## src/rtl/dec_pkg.sv

```systemverilog
// Shared types and helpers for the scanning N-to-2^N decoder.
package dec_pkg;

    typedef enum logic [1:0] {
        ModeHold,
        ModeDirect,
        ModeEntry,
        ModeRun
    } mode_e;

    function automatic int unsigned out_width(input int unsigned sel_w);
        return 32'd1 << sel_w;
    endfunction

    function automatic logic act_level(input bit active_low);
        return ~active_low;
    endfunction

    function automatic logic inact_level(input bit active_low);
        return active_low;
    endfunction

endpackage

```

## src/rtl/dec_onehot.sv

```systemverilog
// Combinational SEL_W-to-2^SEL_W one-hot decoder.
module dec_onehot
    import dec_pkg::*;
#(
    parameter  int unsigned SEL_W = 2,
    localparam int unsigned OUT_W = out_width(SEL_W)
) (
    input  logic [SEL_W-1:0] sel,
    output logic [OUT_W-1:0] onehot
);

    always_comb begin
        onehot      = '0;
        onehot[sel] = 1'b1;
    end

endmodule

```

## src/rtl/dec_scan_nto2n.sv

```systemverilog
// Registered N-to-2^N decoder with enable, selectable polarity and a
// prescaled auto-scan mode for display strobing and round-robin selects.
module dec_scan_nto2n
    import dec_pkg::*;
#(
    parameter  int unsigned SEL_W      = 2,
    parameter  int unsigned DIV_W      = 16,
    parameter  bit          ACTIVE_LOW = 1'b0,
    localparam int unsigned OUT_W      = out_width(SEL_W)
) (
    input  logic             clk,
    input  logic             rst_n,
    input  logic             en,
    input  logic             scan,
    input  logic [SEL_W-1:0] sel,
    input  logic [DIV_W-1:0] div,
    output logic [OUT_W-1:0] y,
    output logic [SEL_W-1:0] idx,
    output logic             tick,
    output logic             wrap
);

    localparam logic [OUT_W-1:0] YInact = {OUT_W{inact_level(ACTIVE_LOW)}};

    logic [SEL_W-1:0] idx_q, idx_d;
    logic [DIV_W-1:0] pre_q, pre_d;
    logic             scan_q, scan_d;
    logic             tick_q, tick_d;
    logic             wrap_q, wrap_d;
    logic [OUT_W-1:0] y_q, y_d;
    logic [OUT_W-1:0] onehot;
    logic             step_due;
    mode_e            mode;

    always_comb begin
        if (!en) begin
            mode = ModeHold;
        end else if (!scan) begin
            mode = ModeDirect;
        end else if (!scan_q) begin
            mode = ModeEntry;
        end else begin
            mode = ModeRun;
        end
    end

    // >= rather than == so lowering div mid-step advances at once instead of
    // letting the prescaler run all the way around.
    assign step_due = (pre_q >= div);

    always_comb begin
        idx_d  = idx_q;
        pre_d  = pre_q;
        scan_d = scan_q;
        tick_d = 1'b0;
        wrap_d = 1'b0;
        unique case (mode)
            ModeHold: begin
            end
            ModeDirect: begin
                scan_d = 1'b0;
                idx_d  = sel;
                pre_d  = '0;
            end
            ModeEntry: begin
                scan_d = 1'b1;
                idx_d  = sel;
                pre_d  = '0;
            end
            ModeRun: begin
                if (step_due) begin
                    pre_d  = '0;
                    idx_d  = idx_q + SEL_W'(1);
                    tick_d = 1'b1;
                    wrap_d = &idx_q;
                end else begin
                    pre_d = pre_q + DIV_W'(1);
                end
            end
            default: begin
            end
        endcase
    end

    dec_onehot #(
        .SEL_W (SEL_W)
    ) u_onehot (
        .sel    (idx_d),
        .onehot (onehot)
    );

    // XOR with the inactive level inverts the one-hot word for active-low use.
    assign y_d = en ? (onehot ^ YInact) : YInact;

    always_ff @(posedge clk) begin
        if (!rst_n) begin
            idx_q  <= '0;
            pre_q  <= '0;
            scan_q <= 1'b0;
            tick_q <= 1'b0;
            wrap_q <= 1'b0;
            y_q    <= YInact;
        end else begin
            idx_q  <= idx_d;
            pre_q  <= pre_d;
            scan_q <= scan_d;
            tick_q <= tick_d;
            wrap_q <= wrap_d;
            y_q    <= y_d;
        end
    end

    assign y    = y_q;
    assign idx  = idx_q;
    assign tick = tick_q;
    assign wrap = wrap_q;

endmodule
```

## config.mk

```make
export PLATFORM = sky130hd
export DESIGN_NAME = dec_scan_nto2n
export DESIGN_NICKNAME = d
export VERILOG_FILES = /design/src/rtl/dec_pkg.sv /design/src/rtl/dec_onehot.sv /design/src/rtl/dec_scan_nto2n.sv
export SDC_FILE = /design/constraint.sdc
export NUM_CORES = 1
export LEC_CHECK = 0
export CAP_MARGIN = 20
export CORE_MARGIN = 5
export CORE_UTILIZATION = 53
export CTS_BUF_LIST = sky130_fd_sc_hd__clkbuf_16
export DETAILED_ROUTE_END_ITERATION = 8
export PLACE_DENSITY = 0.87
export SLEW_MARGIN = 10
export SYNTH_ARGS = -nofsm -noshare
export SYNTH_HDL_FRONTEND = slang
export SYNTH_SLANG_ARGS = --single-unit
```

## constraint.sdc

```tcl
create_clock -name clk -period 3.27 [get_ports clk]
set_clock_uncertainty 0.1 [all_clocks]
set_input_delay 0.981 -clock clk [delete_from_list [all_inputs] [get_ports clk]]
set_output_delay 0.981 -clock clk [all_outputs]
set_load 0.01 [all_outputs]
```

[Word level (Yosys, flattened, before mapping)]
Cells that the tools add are included.
Cells by class
  mux-type cells: 11
  $lt $le $gt $ge: 3
  $add $sub $neg: 2
  equality and inequality tests: 3
  reductions and logical operators: 8
Operators with widths (number)
  case mux 16 bit (2 select lines): 1
  adder 16 x 1 -> 16 bit (second input constant): 1
  greater-or-equal comparator 16 bit: 1
  2-to-1 mux 16 bit: 1
  2-to-1 mux 2 bit: 3
  AND reduction 2 bit: 3
  equality test 2 bit (second input constant): 2
  case mux 2 bit (2 select lines): 1
  nonzero test 2 bit: 2
  < comparator 2 x 3 -> 1 bit (second input constant): 1
  2-to-1 mux 1 bit: 3
  AND reduction 3 bit: 1
  adder 2 x 1 -> 2 bit (second input constant): 1
  demux 1 bit (select 2 bit): 1
  equality test 2 x 1 -> 1 bit (second input constant): 1
  greater-or-equal comparator 2 x 1 -> 1 bit (second input constant): 1
  case mux 1 bit (2 select lines): 1
  OR reduction 2 bit: 1
  logical AND 1 bit: 1
Word-level totals
  register bits: 25
  output and inout bits: 8

[Logic depth before layout (Yosys ltp)]
Gate-level depths: netlist (run 1).
  word-level depth: 10
  depth in mapped cells: 10

[Hierarchy]
Synthesis (run 1) repeated with hierarchy kept, for this count alone.
Second synthesis, totals
  cells, all modules: 186
  area, all modules: 1685.4 µm²
Modules (own cells, without submodules)
  dec_scan_nto2n: cells an instance 182, times used 1, area each 1659.1 µm²
  dec_onehot: cells an instance 4, times used 1, area each 26.3 µm²

[Worst setup path after synthesis (run 1)]
OpenSTA, ideal clock, no wires.
  path kind: input to register
  from: input div[15]
  to: register y_q[3], in the netlist y[3]
  required time: 3.091 ns
  stages on the path: 8
  slack: 0.530 ns
  library setup time: 0.079 ns
  path buffers: 0
  arrival time: 2.561 ns
  path through: inv_1 ha_1 nand4_4 o21bai_1 or4_4 nor3_4 o22ai_1 a211oi_2
Between the ends
  cells in the longest elaborated chain, start to end: 7
  elaborated cells between the ends (all ways): 8
Ends and longest elaborated chain
  from (decl): RTL line dec_scan_nto2n.sv:16  | input logic [DIV_W-1:0] div,
  greater-or-equal comparator 16 bit *: RTL line dec_scan_nto2n.sv:49  | assign step_due = (pre_q >= div);
  2-to-1 mux 2 bit *: RTL line dec_scan_nto2n.sv:71  | if (step_due) begin
  case mux 2 bit (2 select lines) *: RTL line dec_scan_nto2n.sv:57  | unique case (mode)
  < comparator 2 x 3 -> 1 bit (not written as such) / greater-or-equal comparator 2 x 1 -> 1 bit (equally long branches): RTL line dec_onehot.sv:14  | onehot[sel] = 1'b1;
  logical AND 1 bit (not written as such): RTL line dec_onehot.sv:14
  2-to-1 mux 1 bit (not written as such): RTL line dec_onehot.sv:14
  demux 1 bit (select 2 bit) *
  to (signal assigned): RTL line dec_scan_nto2n.sv:102  | y_q <= YInact;
  to (signal assigned): RTL line dec_scan_nto2n.sv:109  | y_q <= y_d;
  to (decl): RTL line dec_scan_nto2n.sv:30  | logic [OUT_W-1:0] y_q, y_d;
Mark *: on every way between the ends. The rest lies on a longest branch, timed or not.
A chain may end at the register's enable or synchronous reset.

[Worst setup path after layout (run 1)]
  from: input div[9]
  to: register idx_q[0], in the netlist idx[0]
Between the ends
  cells in the longest elaborated chain, start to end: 3
Ends and longest elaborated chain
  greater-or-equal comparator 16 bit: RTL line dec_scan_nto2n.sv:49
  2-to-1 mux 2 bit: RTL line dec_scan_nto2n.sv:71
  case mux 2 bit (2 select lines): RTL line dec_scan_nto2n.sv:57
  to (signal assigned): RTL line dec_scan_nto2n.sv:104  | idx_q <= idx_d;
  to (decl): RTL line dec_scan_nto2n.sv:25  | logic [SEL_W-1:0] idx_q, idx_d;
Every way passes these cells.

==> impl_metrics.json, run 1 <==
{
  "grt_max_degree": 14,
  "synth_common_cells": "dfxtp_1, nand2_1, inv_1, nor2_1, ha_1",
  "seq_area_frac_synth_pct": 29.11,
  "setup_tns_ns": 0,
  "synth_nets": 248,
  "ys_types": 46,
  "slowest_stage": "clkdlybuf4s50_1",
  "rsz0062_at_grt": "false",
  "clk_latency_ns": 0.26,
  "final_max_slew_viol_count": 0,
  "setup_viol": 0,
  "arrival_ns": 3.13,
  "final_cells": 289,
  "routed_wirelength_um": 3766,
  "maxSlewHeadroom_pct": 73.38,
  "syn_area_per_cell_um2": 8.386,
  "max_freq_mhz": 325.1,
  "peakVddDrop_uv": 228.9,
  "clk_pin_slew_ns": 0.06,
  "p_int_mw": 0.5322,
  "p_total_mw": 0.6928,
  "p_sw_mw": 0.1606,
  "hold_path.class": "reg -> reg",
  "die_h_um": 66.96,
  "cts_tree": "built",
  "seqPwrFrac_pct": 45.4,
  "clockRootBuffer": "clkbuf_16",
  "drv_cap": 0,
  "hold_viol_final": 0,
  "hpwlAfterDp_um": 2934,
  "p_comb_share_pct": 16.1,
  "post_cts_buffers": 0,
  "postSynth.asyncResetShare_pct": 0,
  "cts.sinks": 25,
  "avgRoutedWirePerCell_um": 13.03,
  "cp_data_required_time_ns": 3.32,
  "synthTopCellsByArea": "dfxtp_1, ha_1, xor2_1",
  "ioPinCount": 30,
  "ys_ff_latch": 25,
  "crit_family": "simple AND/OR/NAND/NOR gates",
  "rows": 20,
  "io_buffers": 29,
  "reg2reg_depth": 9,
  "synth_area_mm2": 0.001719,
  "period_minus_slack_ns": 3.076,
  "dp.cells": 285,
  "clock_power_share_pct": 38.5,
  "core_mm2": 0.003078,
  "cp-start-kind": "primary input",
  "cts_buffer_depth": 2,
  "start_util_pct": 55.85,
  "outcome": "finished clean",
  "synth_top_cell_by_area": "dfxtp_1",
  "diodes": 0,
  "drt_iter0_markers": 46,
  "yosysMostFrequentCell": "dfxtp_1",
  "dieArea_mm2": 0.004483,
  "critPathMaxStageDelay_ns": 0.45,
  "gp_congestion": 0.8882,
  "via_per_inst": 5.349,
  "leakagePower_nw": 0.9436,
  "synth_edf_count": 0,
  "tightest_slew_ns": 0.3974,
  "ys_warn_count": 0,
  "hold_depth": 2,
  "multiInputGateArea_mm2": 0.001116,
  "synthToLayoutAreaGrowth_pct": 27.87,
  "cp-end-kind": "flop",
  "critical_path_cell_count": 9,
  "placed_area_mm2": 0.002112,
  "htreeDepth": 1,
  "drive_gt1_share_pct": 11.02,
  "p_per_area_mw_per_mm2": 315.1,
  "cp_cell_sequence": "clkdlybuf4s50_1, inv_1, ha_1, a21oi_1, nor3_2, nor3_1, a311oi_1, or3_1, and2_1",
  "grtUsageTotal_pct": 18.67,
  "regArea_um2": 500.5,
  "cp_num_buf_inv": 2,
  "synthCells": 205,
  "fin_crit_sh_pct": 94.06,
  "synthFlopType": "dfxtp_1",
  "post-route-util_pct": 71.42,
  "swShare_pct": 23.18,
  "drc_errors": 0,
  "postCtsHoldBufs": 0,
  "overflow": 0,
  "critPathMaxFanout": 3,
  "fill_cells": 256,
  "dr.pass1.iters": 4,
  "critPathKind": "in -> reg",
  "nNetsFinal": 289,
  "antenna_left": 0,
  "ctsResizeCount": 0,
  "grt_pass1_vias": 1471,
  "grt_pass1_wl_um": 6348,
  "design_area_mm2": 0.002198,
  "die_w_um": 66.96,
  "cts_buffers": 3,
  "vias": 1546,
  "synth_top_area_share_pct": 29.11,
  "antenna_found_initial": 0
}
==> through the flow <==
step | hold slack [ns] | setup WS (ns)
2_1_floorplan | 0.3753 | 0.5299
3_3_place_gp | 0.4030 | -0.04669
3_5_place_dp | 0.4254 | -0.09990
4_1_cts | 0.4465 | 0.1504
5_1_grt | 0.4819 | 0.001351
6_report | 0.4543 | 0.1943
==> logic make-up after synthesis <==
family | count (synthesis) | share of synthesized area [%]
buffers and inverters | 25 | 6.404
multiplexers | 1 | 0.5823
XOR/XNOR | 13 | 6.623
AO/OA/AOI/OAI | 30 | 12.66
AND/OR/NAND/NOR | 90 | 29.33
flip-flops | 25 | 29.11
adder cells (fa/ha/maj) | 21 | 15.28
==> state kept, by name, summed over array words and instances, names as in the netlist <==
name and count:
pre_q 16, y 4, idx 2, scan_q 1, tick 1, wrap 1
==> metal layers <==
metal | track usage, % | routed length (um) | up-vias | part of all wire (%)
met4 | 7.595 | 42 | 0 | 1.1
li1 | - | - | 789 | -
met3 | 3.204 | 176 | 8 | 4.7
met2 | 30.69 | 1732 | 39 | 46
met1 | 23.93 | 1814 | 710 | 48
met5 | 0 | 0 | - | 0
==> power groups by stage <==
stage | sequential [mW] | clock (mW) | combinational, mW
after CTS | 0.315 | 0.269 | 0.110
after global routing | 0.315 | 0.286 | 0.124
after global placement | 0.321 | 0 | 0.107
after floorplan | 0.322 | 0 | 0.0610
after detailed placement | 0.322 | 0 | 0.109
final | 0.315 | 0.267 | 0.111
==> layout make-up <==
| cell class | count | share of cell area (%) |
|---|---|---|
| clock buffer | 3 | 3.415 |
| clock inverter | 1 | 0.1707 |
| inverter | 22 | 3.756 |
| multi-input combinational | 155 | 50.77 |
| sequential | 25 | 22.77 |
| tap | 44 | 2.504 |
| timing repair buffer | 39 | 16.62 |
==> layout by cell type, fill, tap and decap left out, drive strengths merged <==
cell type	synthesis	routed
clkdlybuf4s50	0	29
nor2	22	22
buf	3	10
ha	21	21
a21oi	6	6
nand3	8	8
nand2	23	23
a2111o	1	1
a21boi	4	4
nor2b	3	3
a311oi	1	1
and4	2	2
or4	2	2
mux2i	1	1
and3	5	5
or3	2	2
nand2b	2	2
o21bai	1	1
o22ai	1	1
and2b	1	1
nand4	5	5
dfxtp	25	25
clkbuf	0	3
xor2	12	12
nor3b	1	1
a31oi	1	1
xnor2	1	1
o21a	3	3
nand3b	2	2
a211oi	4	4
o211ai	1	1
and2	4	4
o21ai	7	7
nor4	3	3
nor3	5	5
inv	22	23
==> worst paths after layout <==
check,end,slack [ns],from
setup / recovery,idx[0]$_SDFF_PN0_,0.19,div[9]
hold / removal,scan_q$_SDFFE_PN0N_,0.45,scan_q$_SDFFE_PN0N_
hold reg to reg,scan_q$_SDFFE_PN0N_,0.45,scan_q$_SDFFE_PN0N_
setup reg to reg,pre_q[14]$_SDFFE_PN0N_,0.98,pre_q[0]$_SDFFE_PN0N_
==> worst register-to-register path, stage by stage (launching register included) <==
cell and delay [ns]:
dfxtp_1 0.42, inv_1 0.07, ha_1 0.26, nand2b_1 0.13, a2111o_1 0.45, nand3_1 0.14, and4_1 0.27, buf_4 0.14
o21ai_1 0.07, a21boi_1 0.17
Power figures use the tool's default switching activity.
==> run 2, diff against run 1 <==
--- a/config.mk
+++ b/config.mk
@@ -9,6 +9,7 @@
 export CORE_MARGIN = 5
 export CORE_UTILIZATION = 53
 export CTS_BUF_LIST = sky130_fd_sc_hd__clkbuf_16
+export CTS_CLUSTER_SIZE = 16
 export DETAILED_ROUTE_END_ITERATION = 8
 export PLACE_DENSITY = 0.87
 export SLEW_MARGIN = 10
==> results of run 2 <==
The final DEF is identical to that of run 1; final timing and power are the same.
==> run 3, diff against run 2 <==
--- a/config.mk
+++ b/config.mk
@@ -5,6 +5,7 @@
 export SDC_FILE = /design/constraint.sdc
 export NUM_CORES = 1
 export LEC_CHECK = 0
+export ABC_CLOCK_PERIOD_IN_PS = 3270
 export CAP_MARGIN = 20
 export CORE_MARGIN = 5
 export CORE_UTILIZATION = 53
==> results of run 3 <==
The final DEF is identical to that of run 1; final timing and power are the same.
